--- config.mk ---
export PLATFORM = sky130hd
export DESIGN_NAME = mem_ctrl_flat
export DESIGN_NICKNAME = d
export VERILOG_FILES = /design/src/rtl/mem_ctrl_if.sv /design/src/rtl/mem_ctrl.sv /design/src/flat_wrapper.sv
export SDC_FILE = /design/constraint.sdc
export NUM_CORES = 1
export LEC_CHECK = 0
export BUFFER_PORTS_ARGS = -buffer_cell sky130_fd_sc_hd__buf_2
export CORE_UTILIZATION = 30
export DETAILED_ROUTE_END_ITERATION = 8
export PLACE_DENSITY_LB_ADDON = 0.05
export REMOVE_ABC_BUFFERS = 1
export SLEW_MARGIN = 20
export SYNTH_ARGS = -nofsm -noshare
export SYNTH_HDL_FRONTEND = slang
export SYNTH_SLANG_ARGS = --single-unit
--- constraint.sdc ---
create_clock -name clk -period 2.9 [get_ports clk]
set_clock_uncertainty 0.1 [all_clocks]
set_input_delay 0.29 -clock clk [delete_from_list [all_inputs] [get_ports clk]]
set_output_delay 0.29 -clock clk [all_outputs]
set_load 0.05 [all_outputs]
--- src/rtl/mem_ctrl_if.sv ---
// Request, response and byte-port signals between the load/store buffer, fetch unit,
// memory controller and the 8-bit RAM/IO port.
interface mem_ctrl_if;
  logic        rdy;
  logic        flush;
  logic        io_buffer_full;
  logic        lsb_rd_req;
  logic        lsb_wr_req;
  logic [5:0]  lsb_len;
  logic [31:0] lsb_addr;
  logic [31:0] lsb_wdata;
  logic        lsb_rd_done;
  logic [31:0] lsb_rd_data;
  logic        wq_full;
  logic        if_req;
  logic [31:0] if_addr;
  logic        if_done;
  logic [31:0] if_data;
  logic [7:0]  mem_din;
  logic [7:0]  mem_dout;
  logic [31:0] mem_a;
  logic        mem_wr;

  modport master (
    output rdy, flush, io_buffer_full, lsb_rd_req, lsb_wr_req, lsb_len, lsb_addr,
           lsb_wdata, if_req, if_addr, mem_din,
    input  lsb_rd_done, lsb_rd_data, wq_full, if_done, if_data, mem_dout, mem_a, mem_wr
  );

  modport slave (
    input  rdy, flush, io_buffer_full, lsb_rd_req, lsb_wr_req, lsb_len, lsb_addr,
           lsb_wdata, if_req, if_addr, mem_din,
    output lsb_rd_done, lsb_rd_data, wq_full, if_done, if_data, mem_dout, mem_a, mem_wr
  );
endinterface

--- src/rtl/mem_ctrl.sv ---
// Byte-serial memory controller: queued stores first, then loads, then fetches; n-cycle reads.
// Store pulses are never backpressured (dropped when the queue is full); rdy=0 freezes everything.
module mem_ctrl #(
  parameter int WQ_DEPTH = 4,
  parameter int WQ_LOG   = 2
) (
  input logic      clk,
  input logic      rst,
  mem_ctrl_if.slave bus
);

  typedef enum logic [2:0] {IDLE, WRITE, READ_L, READ_I, DONE} state_t;

  state_t            state_q;
  logic [31:0]       wq_addr_q [WQ_DEPTH];
  logic [31:0]       wq_data_q [WQ_DEPTH];
  logic [2:0]        wq_nb_q   [WQ_DEPTH];
  logic [WQ_LOG-1:0] head_q, tail_q;
  logic [WQ_LOG:0]   count_q;

  logic [31:0] cur_addr_q, cur_data_q, rbuf_q, rbuf_d;
  logic [2:0]  nb_q, cnt_q;
  logic [1:0]  byte_sel;
  logic [31:0] mem_a_q, lsb_rd_data_q, if_data_q;
  logic [7:0]  mem_dout_q;
  logic        mem_wr_q, lsb_rd_done_q, if_done_q;

  logic wq_empty, wq_full_w, io_stall, push, pop;

  function automatic logic [2:0] len2nb(input logic [5:0] len);
    case (len)
      6'd8:    return 3'd1;
      6'd16:   return 3'd2;
      default: return 3'd4;
    endcase
  endfunction

  assign wq_empty  = (count_q == '0);
  assign wq_full_w = (count_q == (WQ_LOG+1)'(WQ_DEPTH));
  // IO writes to the UART window wait for buffer space; everything behind them waits too.
  assign io_stall  = (wq_addr_q[head_q][17:16] == 2'b11) && bus.io_buffer_full;
  assign push      = bus.lsb_wr_req && !wq_full_w;
  assign pop       = (state_q == IDLE) && !wq_empty && !io_stall;

  assign byte_sel = cnt_q[1:0] - 2'd1;
  always_comb begin
    rbuf_d = rbuf_q;
    rbuf_d[{byte_sel, 3'b000} +: 8] = bus.mem_din;
  end

  always_ff @(posedge clk) begin
    if (bus.rdy && push) begin
      wq_addr_q[tail_q] <= bus.lsb_addr;
      wq_data_q[tail_q] <= bus.lsb_wdata;
      wq_nb_q[tail_q]   <= len2nb(bus.lsb_len);
    end
  end

  always_ff @(posedge clk or negedge rst) begin
    if (!rst) begin
      head_q  <= '0;
      tail_q  <= '0;
      count_q <= '0;
    end else if (bus.rdy) begin
      if (push) tail_q <= tail_q + 1'b1;
      if (pop)  head_q <= head_q + 1'b1;
      case ({push, pop})
        2'b10:   count_q <= count_q + 1'b1;
        2'b01:   count_q <= count_q - 1'b1;
        default: count_q <= count_q;
      endcase
    end
  end

  always_ff @(posedge clk or negedge rst) begin
    if (!rst) begin
      state_q       <= IDLE;
      cnt_q         <= '0;
      nb_q          <= '0;
      cur_addr_q    <= '0;
      cur_data_q    <= '0;
      rbuf_q        <= '0;
      mem_a_q       <= '0;
      mem_dout_q    <= '0;
      mem_wr_q      <= 1'b0;
      lsb_rd_done_q <= 1'b0;
      lsb_rd_data_q <= '0;
      if_done_q     <= 1'b0;
      if_data_q     <= '0;
    end else if (bus.rdy) begin
      case (state_q)
        IDLE: begin
          if (pop) begin
            cur_addr_q <= wq_addr_q[head_q];
            cur_data_q <= wq_data_q[head_q];
            nb_q       <= wq_nb_q[head_q];
            mem_a_q    <= wq_addr_q[head_q];
            mem_dout_q <= wq_data_q[head_q][7:0];
            mem_wr_q   <= 1'b1;
            cnt_q      <= 3'd1;
            state_q    <= WRITE;
          end else if (wq_empty && bus.lsb_rd_req) begin
            cur_addr_q <= bus.lsb_addr;
            mem_a_q    <= bus.lsb_addr;
            nb_q       <= len2nb(bus.lsb_len);
            rbuf_q     <= '0;
            cnt_q      <= 3'd1;
            state_q    <= READ_L;
          end else if (wq_empty && bus.if_req) begin
            cur_addr_q <= bus.if_addr;
            mem_a_q    <= bus.if_addr;
            nb_q       <= 3'd4;
            rbuf_q     <= '0;
            cnt_q      <= 3'd1;
            state_q    <= READ_I;
          end
        end
        WRITE: begin
          if (cnt_q == nb_q) begin
            mem_wr_q <= 1'b0;
            cnt_q    <= '0;
            state_q  <= IDLE;
          end else begin
            mem_a_q    <= cur_addr_q + 32'(cnt_q);
            mem_dout_q <= cur_data_q[{cnt_q[1:0], 3'b000} +: 8];
            cnt_q      <= cnt_q + 3'd1;
          end
        end
        READ_L, READ_I: begin
          if (bus.flush) begin
            cnt_q   <= '0;
            state_q <= IDLE;
          end else begin
            rbuf_q <= rbuf_d;
            if (cnt_q == nb_q) begin
              if (state_q == READ_L) begin
                lsb_rd_done_q <= 1'b1;
                lsb_rd_data_q <= rbuf_d;
              end else begin
                if_done_q <= 1'b1;
                if_data_q <= rbuf_d;
              end
              cnt_q   <= '0;
              state_q <= DONE;
            end else begin
              mem_a_q <= cur_addr_q + 32'(cnt_q);
              cnt_q   <= cnt_q + 3'd1;
            end
          end
        end
        DONE: begin
          lsb_rd_done_q <= 1'b0;
          if_done_q     <= 1'b0;
          state_q       <= IDLE;
        end
        default: state_q <= IDLE;
      endcase
    end
  end

  assign bus.mem_a       = mem_a_q;
  assign bus.mem_dout    = mem_dout_q;
  assign bus.mem_wr      = mem_wr_q;
  assign bus.lsb_rd_done = lsb_rd_done_q;
  assign bus.lsb_rd_data = lsb_rd_data_q;
  assign bus.if_done     = if_done_q;
  assign bus.if_data     = if_data_q;
  assign bus.wq_full     = wq_full_w;

endmodule

--- src/flat_wrapper.sv ---
// flat-port wrapper written by rule: the top's interface ports become plain ports
module mem_ctrl_flat 
#(
  parameter int WQ_DEPTH = 4,
  parameter int WQ_LOG   = 2
)
  (clk, rst, bus_rdy, bus_flush, bus_io_buffer_full, bus_lsb_rd_req, bus_lsb_wr_req, bus_lsb_len, bus_lsb_addr, bus_lsb_wdata, bus_if_req, bus_if_addr, bus_mem_din, bus_lsb_rd_done, bus_lsb_rd_data, bus_wq_full, bus_if_done, bus_if_data, bus_mem_dout, bus_mem_a, bus_mem_wr);
  mem_ctrl_if bus_i ();
  input logic clk;
  input logic rst;
  input wire logic [$bits(bus_i.rdy)-1:0] bus_rdy;
  input wire logic [$bits(bus_i.flush)-1:0] bus_flush;
  input wire logic [$bits(bus_i.io_buffer_full)-1:0] bus_io_buffer_full;
  input wire logic [$bits(bus_i.lsb_rd_req)-1:0] bus_lsb_rd_req;
  input wire logic [$bits(bus_i.lsb_wr_req)-1:0] bus_lsb_wr_req;
  input wire logic [$bits(bus_i.lsb_len)-1:0] bus_lsb_len;
  input wire logic [$bits(bus_i.lsb_addr)-1:0] bus_lsb_addr;
  input wire logic [$bits(bus_i.lsb_wdata)-1:0] bus_lsb_wdata;
  input wire logic [$bits(bus_i.if_req)-1:0] bus_if_req;
  input wire logic [$bits(bus_i.if_addr)-1:0] bus_if_addr;
  input wire logic [$bits(bus_i.mem_din)-1:0] bus_mem_din;
  output wire logic [$bits(bus_i.lsb_rd_done)-1:0] bus_lsb_rd_done;
  output wire logic [$bits(bus_i.lsb_rd_data)-1:0] bus_lsb_rd_data;
  output wire logic [$bits(bus_i.wq_full)-1:0] bus_wq_full;
  output wire logic [$bits(bus_i.if_done)-1:0] bus_if_done;
  output wire logic [$bits(bus_i.if_data)-1:0] bus_if_data;
  output wire logic [$bits(bus_i.mem_dout)-1:0] bus_mem_dout;
  output wire logic [$bits(bus_i.mem_a)-1:0] bus_mem_a;
  output wire logic [$bits(bus_i.mem_wr)-1:0] bus_mem_wr;
  assign bus_i.rdy = bus_rdy;
  assign bus_i.flush = bus_flush;
  assign bus_i.io_buffer_full = bus_io_buffer_full;
  assign bus_i.lsb_rd_req = bus_lsb_rd_req;
  assign bus_i.lsb_wr_req = bus_lsb_wr_req;
  assign bus_i.lsb_len = bus_lsb_len;
  assign bus_i.lsb_addr = bus_lsb_addr;
  assign bus_i.lsb_wdata = bus_lsb_wdata;
  assign bus_i.if_req = bus_if_req;
  assign bus_i.if_addr = bus_if_addr;
  assign bus_i.mem_din = bus_mem_din;
  assign bus_lsb_rd_done = bus_i.lsb_rd_done;
  assign bus_lsb_rd_data = bus_i.lsb_rd_data;
  assign bus_wq_full = bus_i.wq_full;
  assign bus_if_done = bus_i.if_done;
  assign bus_if_data = bus_i.if_data;
  assign bus_mem_dout = bus_i.mem_dout;
  assign bus_mem_a = bus_i.mem_a;
  assign bus_mem_wr = bus_i.mem_wr;
  mem_ctrl #(.WQ_DEPTH(WQ_DEPTH), .WQ_LOG(WQ_LOG)) u_core (.clk(clk), .rst(rst), .bus(bus_i));
endmodule
# Word-level counts from Yosys, hierarchy flattened
# Memory sizes are Yosys's and may differ from the RTL's.
# Index checks and enable logic that the tools add are counted.
# op_classes
add_sub_neg	8
n_eq_ne	22
n_shift	3
mux	47
bitwise_logic	2
n_reduce_logical	34
# op_table
operator	n
two-way mux 32 bit	9
one-hot mux 32 bit (3 select lines)	1
one-hot mux 32 bit (2 select lines)	1
two-way mux 3 bit	15
adder 32 x 3 -> 32 bit	1
bitwise mux 32 bit	1
variable shift 8 x 7 -> 32 bit (first input constant)	1
indexed part select 32 x 6 -> 8 bit	1
indexed part select 8 x 7 -> 32 bit	1
AND reduction 5 bit	5
one-hot mux 3 bit (3 select lines)	2
two-way mux 8 bit	2
one-hot mux 8 bit (2 select lines)	1
AND reduction 4 bit	4
one-hot mux 3 bit (2 select lines)	2
two-way mux 1 bit	10
AND reduction 3 bit	3
!= test 2 x 1 -> 1 bit (second input constant)	4
!= test 2 bit (second input constant)	4
nonzero test 2 bit	4
logical AND 1 bit	7
negation 5 -> 7 bit	1
adder 3 x 1 -> 3 bit (second input constant)	2
== test 3 x 2 -> 1 bit (second input constant)	2
other kinds (20)	32
# totals
regBits	219
ram_bits	268
in_bits	118
elab_cells	135
mem_count	3
# mem_list
memory	words	word_bits	read_ports	rd_clocked_by_memory_dff	wr	line	text
u_core.wq_addr_q	4	32	1	0	1	mem_ctrl.sv:15	logic [31:0] wq_addr_q [WQ_DEPTH];
u_core.wq_data_q	4	32	1	0	1	mem_ctrl.sv:16	logic [31:0] wq_data_q [WQ_DEPTH];
u_core.wq_nb_q	4	3	1	0	1	mem_ctrl.sv:17	logic [2:0] wq_nb_q [WQ_DEPTH];

# Depth between registers and ports, before layout
# Gate-level depths: netlist (run 1).
# An unclocked memory read counts as a cell.
# logic_depth
depth_word	8
depth_mapped	11

# Worst setup path before layout (run 1)
# Ideal clock, no wire load.
# synth_path
path_type	register -> register
start	reg u_core.count_q[0]
end	mem u_core.wq_addr_q[0][0], enable pin
setup_ps	432
arrival_time_ps	2512
required_time_ps	2368
setup_slack_ps	-145
path_stages_with_launch	6
period_less_slack_ps	3045
cell_sequence	dfrtp_1 nor2_1 nand2_1 and3_1 clkbuf_1 and2_1
# synth_between
elab_chain_cells	6
# synth_rtl
item	line	text
start: declaration	mem_ctrl.sv:19	logic [WQ_LOG:0] count_q;
start signal: assignment	mem_ctrl.sv:68	2'b10: count_q <= count_q + 1'b1;
start signal: assignment	mem_ctrl.sv:69	2'b01: count_q <= count_q - 1'b1;
start signal: assignment	mem_ctrl.sv:70	default: count_q <= count_q;
== test 3 bit	mem_ctrl.sv:39	assign wq_full_w = (count_q == (WQ_LOG+1)'(WQ_DEPTH));
logical NOT 1 bit	mem_ctrl.sv:42	assign push = bus.lsb_wr_req && !wq_full_w;
logical AND 1 bit	mem_ctrl.sv:42	
logical AND 1 bit	mem_ctrl.sv:52	if (bus.rdy && push) begin
two-way mux 1 bit	mem_ctrl.sv:52	
two-way mux 1 bit (not written as such)	mem_ctrl.sv:53	wq_addr_q[tail_q] <= bus.lsb_addr;
end: declaration	mem_ctrl.sv:15	
# No other way between the ends.

# Worst setup path in the final report (run 1)
# layout_path
start	reg u_core.head_q[0]
end	reg u_core.mem_a_q[27] (netlist: u_core.bus.mem_a[27])
# layout_between
elab_chain_cells	7
word_cells_on_any_way	9
classes_between	eq/ne: 2; mux: 2; reduce/logical: 4; memory: 1
# layout_rtl
item	line	text
start: declaration	mem_ctrl.sv:18	logic [WQ_LOG-1:0] head_q, tail_q;
start signal: assignment	mem_ctrl.sv:66	if (pop) head_q <= head_q + 1'b1;
memory (4 x 32 bit) *	--	
== test 2 bit	mem_ctrl.sv:41	assign io_stall = (wq_addr_q[head_q][17:16] == 2'b11) && bus.io_buffer_full;
logical AND 1 bit	mem_ctrl.sv:41	
logical NOT 1 bit	mem_ctrl.sv:43	assign pop = (state_q == IDLE) && !wq_empty && !io_stall;
logical AND 1 bit	mem_ctrl.sv:43	
!= test 4 x 3 -> 1 bit (no source line) / two-way mux 32 bit (equally long branches)	--	
AND reduction 4 bit (no source line) / one-hot mux 32 bit (3 select lines) (equally long branches)	--	
end signal: assignment	mem_ctrl.sv:97	mem_a_q <= wq_addr_q[head_q];
end signal: assignment	mem_ctrl.sv:104	mem_a_q <= bus.lsb_addr;
end signal: assignment	mem_ctrl.sv:111	mem_a_q <= bus.if_addr;
end: declaration	mem_ctrl.sv:24	logic [31:0] mem_a_q, lsb_rd_data_q, if_data_q;
# Every way passes the cells marked *; elsewhere a longest branch is shown, timed or not.
# A chain may end at the register's enable or synchronous reset.

==> flow_metrics.env, run 1 <==
export IMPL_drt_iter0_markers=719
export IMPL_p_leak_uw=0.00990
export IMPL_detail_route_wl_per_cell_um=20.9
export IMPL_required_ns=3.28
export IMPL_drive_gt1_share_pct=28.0
export IMPL_pwr_share_clk_pct=25.4
export IMPL_synth_distinct_cells=50
export IMPL_vias_per_cell=4.79
export IMPL_swShare_pct=37.9
export IMPL_whs_ns=0.0423
export IMPL_dr_pass1_iters=5
export IMPL_synthesis_area_sq_um=20200
export IMPL_cts_buffers=57
export IMPL_synth_warnings=0
export IMPL_htreeDepth=2
export IMPL_boundaryPins=226
export IMPL_grt_first_pass_wirelength_mm=83.7
export IMPL_multiInputGateArea_sq_um=6360
export IMPL_drt_wl_total_mm=55.3
export IMPL_num_rows=94
export IMPL_yosys_area_top_type_share_pct=39.8
export IMPL_die_h_um=262
export IMPL_synth_main_ff_cell="edfxtp_1"
export IMPL_grt_max_degree=69
export IMPL_dpl_cell_count=2466
export IMPL_fmax_ghz=0.370
export IMPL_final_cell_mix="268 x edfxtp_1, 224 x buf_2, 217 x dfrtp_1, 130 x a21oi_1, 123 x nand2_1"
export IMPL_postRouteAntennaNets=0
export IMPL_asyncSetResetFlopFracSynth_pct=45.0
export IMPL_yosys_top_cells_area="edfxtp_1 40%, dfrtp_1 27%, mux4_2 8.3%"
export IMPL_drv_cap=0
export IMPL_n_fill_cell=6363
export IMPL_grt_use_total_pct=16.3
export IMPL_critPathLaunchType="flip-flop"
export IMPL_seqPwrFrac_pct=36.1
export IMPL_worstPathArrival_ns=3.08
export IMPL_antenna_found_initial=2
export IMPL_dp_hpwl_mm=34.7
export IMPL_insertedDiodeCount=0
export IMPL_regArea_sq_um=13500
export IMPL_p_per_area_nw_per_um2=1070
export IMPL_fin_nets=1873
export IMPL_final_cells=2652
export IMPL_die_area_sq_um=68500
export IMPL_vdd_ir_drop_worst_uv=525
export IMPL_routed_via_count=12700
export IMPL_status="finished clean"
export IMPL_setup_slack_ns=0.198
export IMPL_synth_cells=1407
export IMPL_hp_class="in2reg"
export IMPL_cp_max_fo=38
export IMPL_yosys_register_bits=487
export IMPL_synth_largest_area_cell="edfxtp_1"
export IMPL_areaGrowthSynthToFinish_pct=25.4
export IMPL_place_ws_ns=0.0481
export IMPL_finalCritPeriodShare_pct=93.2
export IMPL_tritoncts="done"
export IMPL_switchingPower_uw=10300
export IMPL_grt_pass1_vias=13200
export IMPL_finalHoldViolCount=0
export IMPL_slew_headroom_pct=38.8
export IMPL_die_x_um=262
export IMPL_gp_congestion=0.714
export IMPL_core_area_sq_um=66200
export IMPL_cts_root_buffer="clkbuf_16"
export IMPL_finalMaxSlewViolations=0
export IMPL_crit_type="reg2reg"
export IMPL_cts_buffer_depth=3
export IMPL_rsz0062_at_grt="no"
export IMPL_insertion_delay_ns=0.61
export IMPL_syn_mean_instance_area_sq_um=14.4
export IMPL_drc=0
export IMPL_fin_crit_ns=2.70
export IMPL_worstMarginPinSlew_ns=0.906
export IMPL_r2r_setup_slack_ns=0.20
export IMPL_path_clk_slew_ns=0.06
export IMPL_synth_edf_count=268
export IMPL_seq_area_frac_synth_pct=66.9
export IMPL_final_common_cell="edfxtp_1"
export IMPL_finalSetupViolCount=0
export IMPL_cts_sinks=487
export IMPL_p_int_uw=16800
export IMPL_cp_end_kind="flip-flop"
export IMPL_grt_ovfl_total=0
export IMPL_initial_core_util_pct=30.6
export IMPL_port_buffers=225
export IMPL_comb_power_share_pct=38.5
==> cell families after synthesis <==
family,count (synthesis),synth area share (%)
xor+xnor,37,1.60
fa+ha+maj,15,1.00
flops,487,66.9
mux,153,12.4
buf+inv,98,1.94
compound gates,296,8.81
simple gates,321,7.34
==> cell type report <==
type                            count  share of cell area, %
Clock buffer                       82                   6.43
Clock inverter                     25                  0.710
Inverter                            9                  0.133
Multi-Input combinational cell    822                   25.1
Sequential cell                   487                   53.4
Tap cell                          864                   4.26
Timing Repair Buffer              363                   10.0
==> critical path: stages, from the launching register on <==
cell and delay, ns:
dfrtp_4 0.46, mux4_2 0.56, a311oi_4 0.33, buf_12 0.17
buf_12 0.19, nor2_1 0.07, a21oi_1 0.38, nand2_1 0.10
a22o_1 0.18
==> final timing paths <==
path,start,cells after the start,endpoint
min in group asynchronous,rst,2,u_core.bus.lsb_rd_data[14]
worst min-delay path,bus_if_addr[7],5,u_core.cur_addr_q[7]
worst max register to register,u_core.head_q[0],8,u_core.bus.mem_a[27]
worst max-delay path,u_core.head_q[0],8,u_core.bus.mem_a[27]
worst min register to register,u_core.bus.if_data[6],2,u_core.bus.if_data[6]
max in group asynchronous,rst,3,u_core.bus.mem_a[29]
==> through the flow <==
| step | area, sq um | power (uW) | util (%) | TNS [ns] |
|---|---|---|---|---|
| 3_3_place_gp | 22700 | 20400 | 34.4 | 0 |
| 3_5_place_dp | 22700 | 20500 | 34.4 | 0 |
| 6_report | 25400 | 27100 | 38.3 | 0 |
| 4_1_cts | 25300 | 27600 | 38.3 | 0 |
| 5_1_grt | 25400 | 28800 | 38.3 | 0 |
| 2_1_floorplan | 19900 | 17000 | - | -535.72 |
==> repair_timing <==
item	CTS	global route
endpoints found under the setup margin	0	4
hold buffers	78	0
gates resized for setup	0	1
buffers inserted	0	1
endpoints found under the hold margin	378	0
==> power groups by stage <==
stage | registers (uW) | logic (uW) | clock network (uW)
floorplan | 11900 | 5100 | 0
global placement | 9920 | 10500 | 0
detailed placement | 9950 | 10500 | 0
CTS | 9820 | 10600 | 7160
global route | 9990 | 11400 | 7410
finish | 9800 | 10400 | 6910
==> cell usage after synthesis, drive strengths merged (2+ instances only) <==
cell type / instances
a22oi: 4
inv: 9
or3: 2
a31oi: 5
fa: 2
nand4: 7
mux4: 75
clkbuf: 56
ha: 13
o31ai: 3
nor3: 13
or2: 2
nand2: 126
edfxtp: 268
nor4b: 4
mux2: 39
nor4: 8
nor3b: 5
nand3: 10
nor2: 86
a21o: 2
and2: 4
xnor2: 29
and4: 4
buf: 33
o21ai: 81
dfrtp: 219
or4: 2
mux2i: 39
a21oi: 132
a22o: 59
nor2b: 41
o22a: 2
xor2: 8
and3: 4
nand2b: 3
==> state kept, by name, indices dropped and copies added, names as in the netlist <==
| name | count |
|---|---|
| u_core.bus.if_data | 32 |
| u_core.bus.if_done | 1 |
| u_core.bus.lsb_rd_data | 32 |
| u_core.bus.lsb_rd_done | 1 |
| u_core.bus.mem_a | 32 |
| u_core.bus.mem_dout | 8 |
| u_core.bus.mem_wr | 1 |
| u_core.cnt_q | 3 |
| u_core.count_q | 3 |
| u_core.cur_addr_q | 32 |
| u_core.cur_data_q | 32 |
| u_core.head_q | 2 |
| u_core.nb_q | 3 |
| u_core.rbuf_q | 32 |
| u_core.state_q | 3 |
| u_core.tail_q | 2 |
| u_core.wq_addr_q | 128 |
| u_core.wq_data_q | 128 |
| u_core.wq_nb_q | 12 |
==> routing by layer <==
metal  vias up  global-route usage [%]  routed length [um]
li1       5954                       -                   -
met1      6440                    22.8               25700
met2       253                    26.5               26300
met3        64                    2.72                2290
met4         4                    3.96                 922
met5         -                       0                  23
Power figures use the tool's default switching activity.
==> run 2: changes to the inputs <==
--- a/config.mk
+++ b/config.mk
@@ -7,6 +7,7 @@
 export LEC_CHECK = 0
 export BUFFER_PORTS_ARGS = -buffer_cell sky130_fd_sc_hd__buf_2
 export CORE_UTILIZATION = 30
+export CTS_BUF_LIST = sky130_fd_sc_hd__clkbuf_4 sky130_fd_sc_hd__clkbuf_8 sky130_fd_sc_hd__clkbuf_16
 export DETAILED_ROUTE_END_ITERATION = 8
 export PLACE_DENSITY_LB_ADDON = 0.05
 export REMOVE_ABC_BUFFERS = 1
==> flow_metrics.env, run 2 (synthesis results as in run 1) <==
export IMPL_status="finished clean"
export IMPL_final_common_cell="edfxtp_1"
export IMPL_vdd_ir_drop_worst_uv=525
export IMPL_grt_pass1_vias=13200
export IMPL_cts_root_buffer="clkbuf_16"
export IMPL_critPathMaxStageDelay_ns=0.56
export IMPL_dp_hpwl_mm=34.7
export IMPL_cts_buffer_depth=3
export IMPL_vias_per_cell=4.81
export IMPL_n_fill_cell=6360
export IMPL_grt_first_pass_wirelength_mm=83.7
export IMPL_grt_max_degree=69
export IMPL_postRouteAntennaNets=0
export IMPL_drc=0
export IMPL_drt_wl_total_mm=55.4
export IMPL_cpMostUsedCell="buf_12"
export IMPL_port_buffers=225
export IMPL_grt_ovfl_total=0
export IMPL_hp_class="in2reg"
export IMPL_use_met2_pct=26.5
export IMPL_cts_buffers=57
export IMPL_num_rows=94
export IMPL_antenna_found_initial=2
export IMPL_place_ws_ns=0.0481
export IMPL_fin_crit_ns=2.71
export IMPL_critPathLaunchType="flip-flop"
export IMPL_dr_pass1_iters=5
export IMPL_finalSetupTns_ns=0
export IMPL_required_ns=3.28
export IMPL_slew_headroom_pct=39.2
export IMPL_crit_chain="mux4_2 -> a311oi_4 -> buf_12 -> buf_12 -> nor2_1 -> a21oi_1 -> nand2_1 -> a22o_1"
export IMPL_finalMaxSlewViolations=0
export IMPL_met1_usage_pct=22.8
export IMPL_reg_top3="u_core.wq_addr_q: 128 flops, u_core.wq_data_q: 128 flops"
export IMPL_busiest_layer="met2"
export IMPL_worstMarginPinSlew_ns=0.900
export IMPL_p_per_area_nw_per_um2=1070
export IMPL_boundaryPins=226
export IMPL_die_h_um=262
export IMPL_insertedDiodeCount=0
export IMPL_finalSetupViolCount=0
export IMPL_grt_use_total_pct=16.3
export IMPL_finalHoldViolCount=0
export IMPL_crit_type="reg2reg"
export IMPL_detail_route_wl_per_cell_um=20.9
export IMPL_initial_core_util_pct=30.6
export IMPL_htreeDepth=2
export IMPL_die_area_sq_um=68500
export IMPL_drt_iter0_markers=677
export IMPL_grt_use_met3_pct=2.72
export IMPL_drv_cap=0
export IMPL_fin_nets=1873
export IMPL_path_clk_slew_ns=0.06
export IMPL_drive_gt1_share_pct=28.8
export IMPL_rsz0062_at_grt="no"
export IMPL_routed_via_count=12800
export IMPL_p_leak_uw=0.00995
export IMPL_insertion_delay_ns=0.61
export IMPL_die_x_um=262
export IMPL_worstPathArrival_ns=3.09
export IMPL_fmax_ghz=0.369
export IMPL_final_cell_mix="268 x edfxtp_1, 224 x buf_2, 217 x dfrtp_1, 130 x a21oi_1, 123 x nand2_1"
export IMPL_cts_sinks=487
export IMPL_finalCritPeriodShare_pct=93.4
export IMPL_setup_slack_ns=0.190
export IMPL_crit_slowest_cell="mux4_2"
export IMPL_gp_congestion=0.714
export IMPL_cp_end_kind="flip-flop"
export IMPL_core_area_sq_um=66200
export IMPL_tritoncts="done"
export IMPL_areaGrowthSynthToFinish_pct=25.6
export IMPL_cp_max_fo=38
-- run 2: path summary, 6_finish.rpt --
check                                      startpoint                          to  slack [ns]  cells after the start
worst min register to register  u_core.bus.if_data[6]       u_core.bus.if_data[6]        0.37                      2
min in group asynchronous                         rst  u_core.bus.lsb_rd_data[14]        0.13                      2
worst max register to register       u_core.head_q[0]        u_core.bus.mem_a[27]        0.19                      8
max in group asynchronous                         rst        u_core.bus.mem_a[29]        1.69                      3
worst min-delay path                   bus_if_addr[7]        u_core.cur_addr_q[7]        0.04                      5
worst max-delay path                 u_core.head_q[0]        u_core.bus.mem_a[27]        0.19                      8
-- run 2: what timing repair did --
| item | CTS | global route |
|---|---|---|
| endpoints found under the hold margin | 375 | 0 |
| resized for setup | 0 | 1 |
| hold buffers | 78 | 0 |
| buffers inserted | 0 | 1 |
| endpoints found under the setup margin | 0 | 4 |
-- run 2: area by class of cell --
type / count / area (sq um) / area share [%]
flip-flops and latches: 487 / 13500 / 53.2
multi-input cells: 822 / 6360 / 25.0
repair buffers: 363 / 2540 / 10.0
clock buffers: 82 / 1690 / 6.64
well taps: 864 / 1080 / 4.25
clock inverters: 25 / 180 / 0.709
inverters: 9 / 33.8 / 0.133
-- run 2: layer usage --
layer / wire, um / vias to the layer above / part of all wire, %
li1: - / 5957 / -
met1: 25800 / 6464 / 47
met2: 26400 / 259 / 48
met3: 2290 / 66 / 4.1
met4: 943 / 4 / 1.7
met5: 23 / - / 0.042
-- run 2: worst max-delay path: cells and delay by family, from the launching register on --
| family | cells | cell delay [ns] |
|---|---|---|
| flops | 1 | 0.46 |
| compound gates | 3 | 0.89 |
| buf+inv | 2 | 0.36 |
| mux | 1 | 0.56 |
| simple gates | 2 | 0.17 |
-- run 2: stage by stage --
stage                     cell area [sq um]  std cells  hold WS [ns]  power [uW]  util [%]
final                                 25400       2652        0.0422       27300      38.4
after global routing                  25400       2652        0.0433       29000      38.4
after CTS                             25400       2651       0.00331       27800      38.4
after detailed placement              22700       2466         0.211       20500      34.4
after global placement                22700       2466         0.212       20400      34.4
after floorplan                       19900       1318        -0.106       17000         -
-- run 2: where the power goes --
group | switching (uW) | internal [uW] | total [uW]
registers | 896 | 8900 | 9800
logic | 6560 | 3880 | 10400
clock network | 2840 | 4210 | 7050
total | 10300 | 17000 | 27300
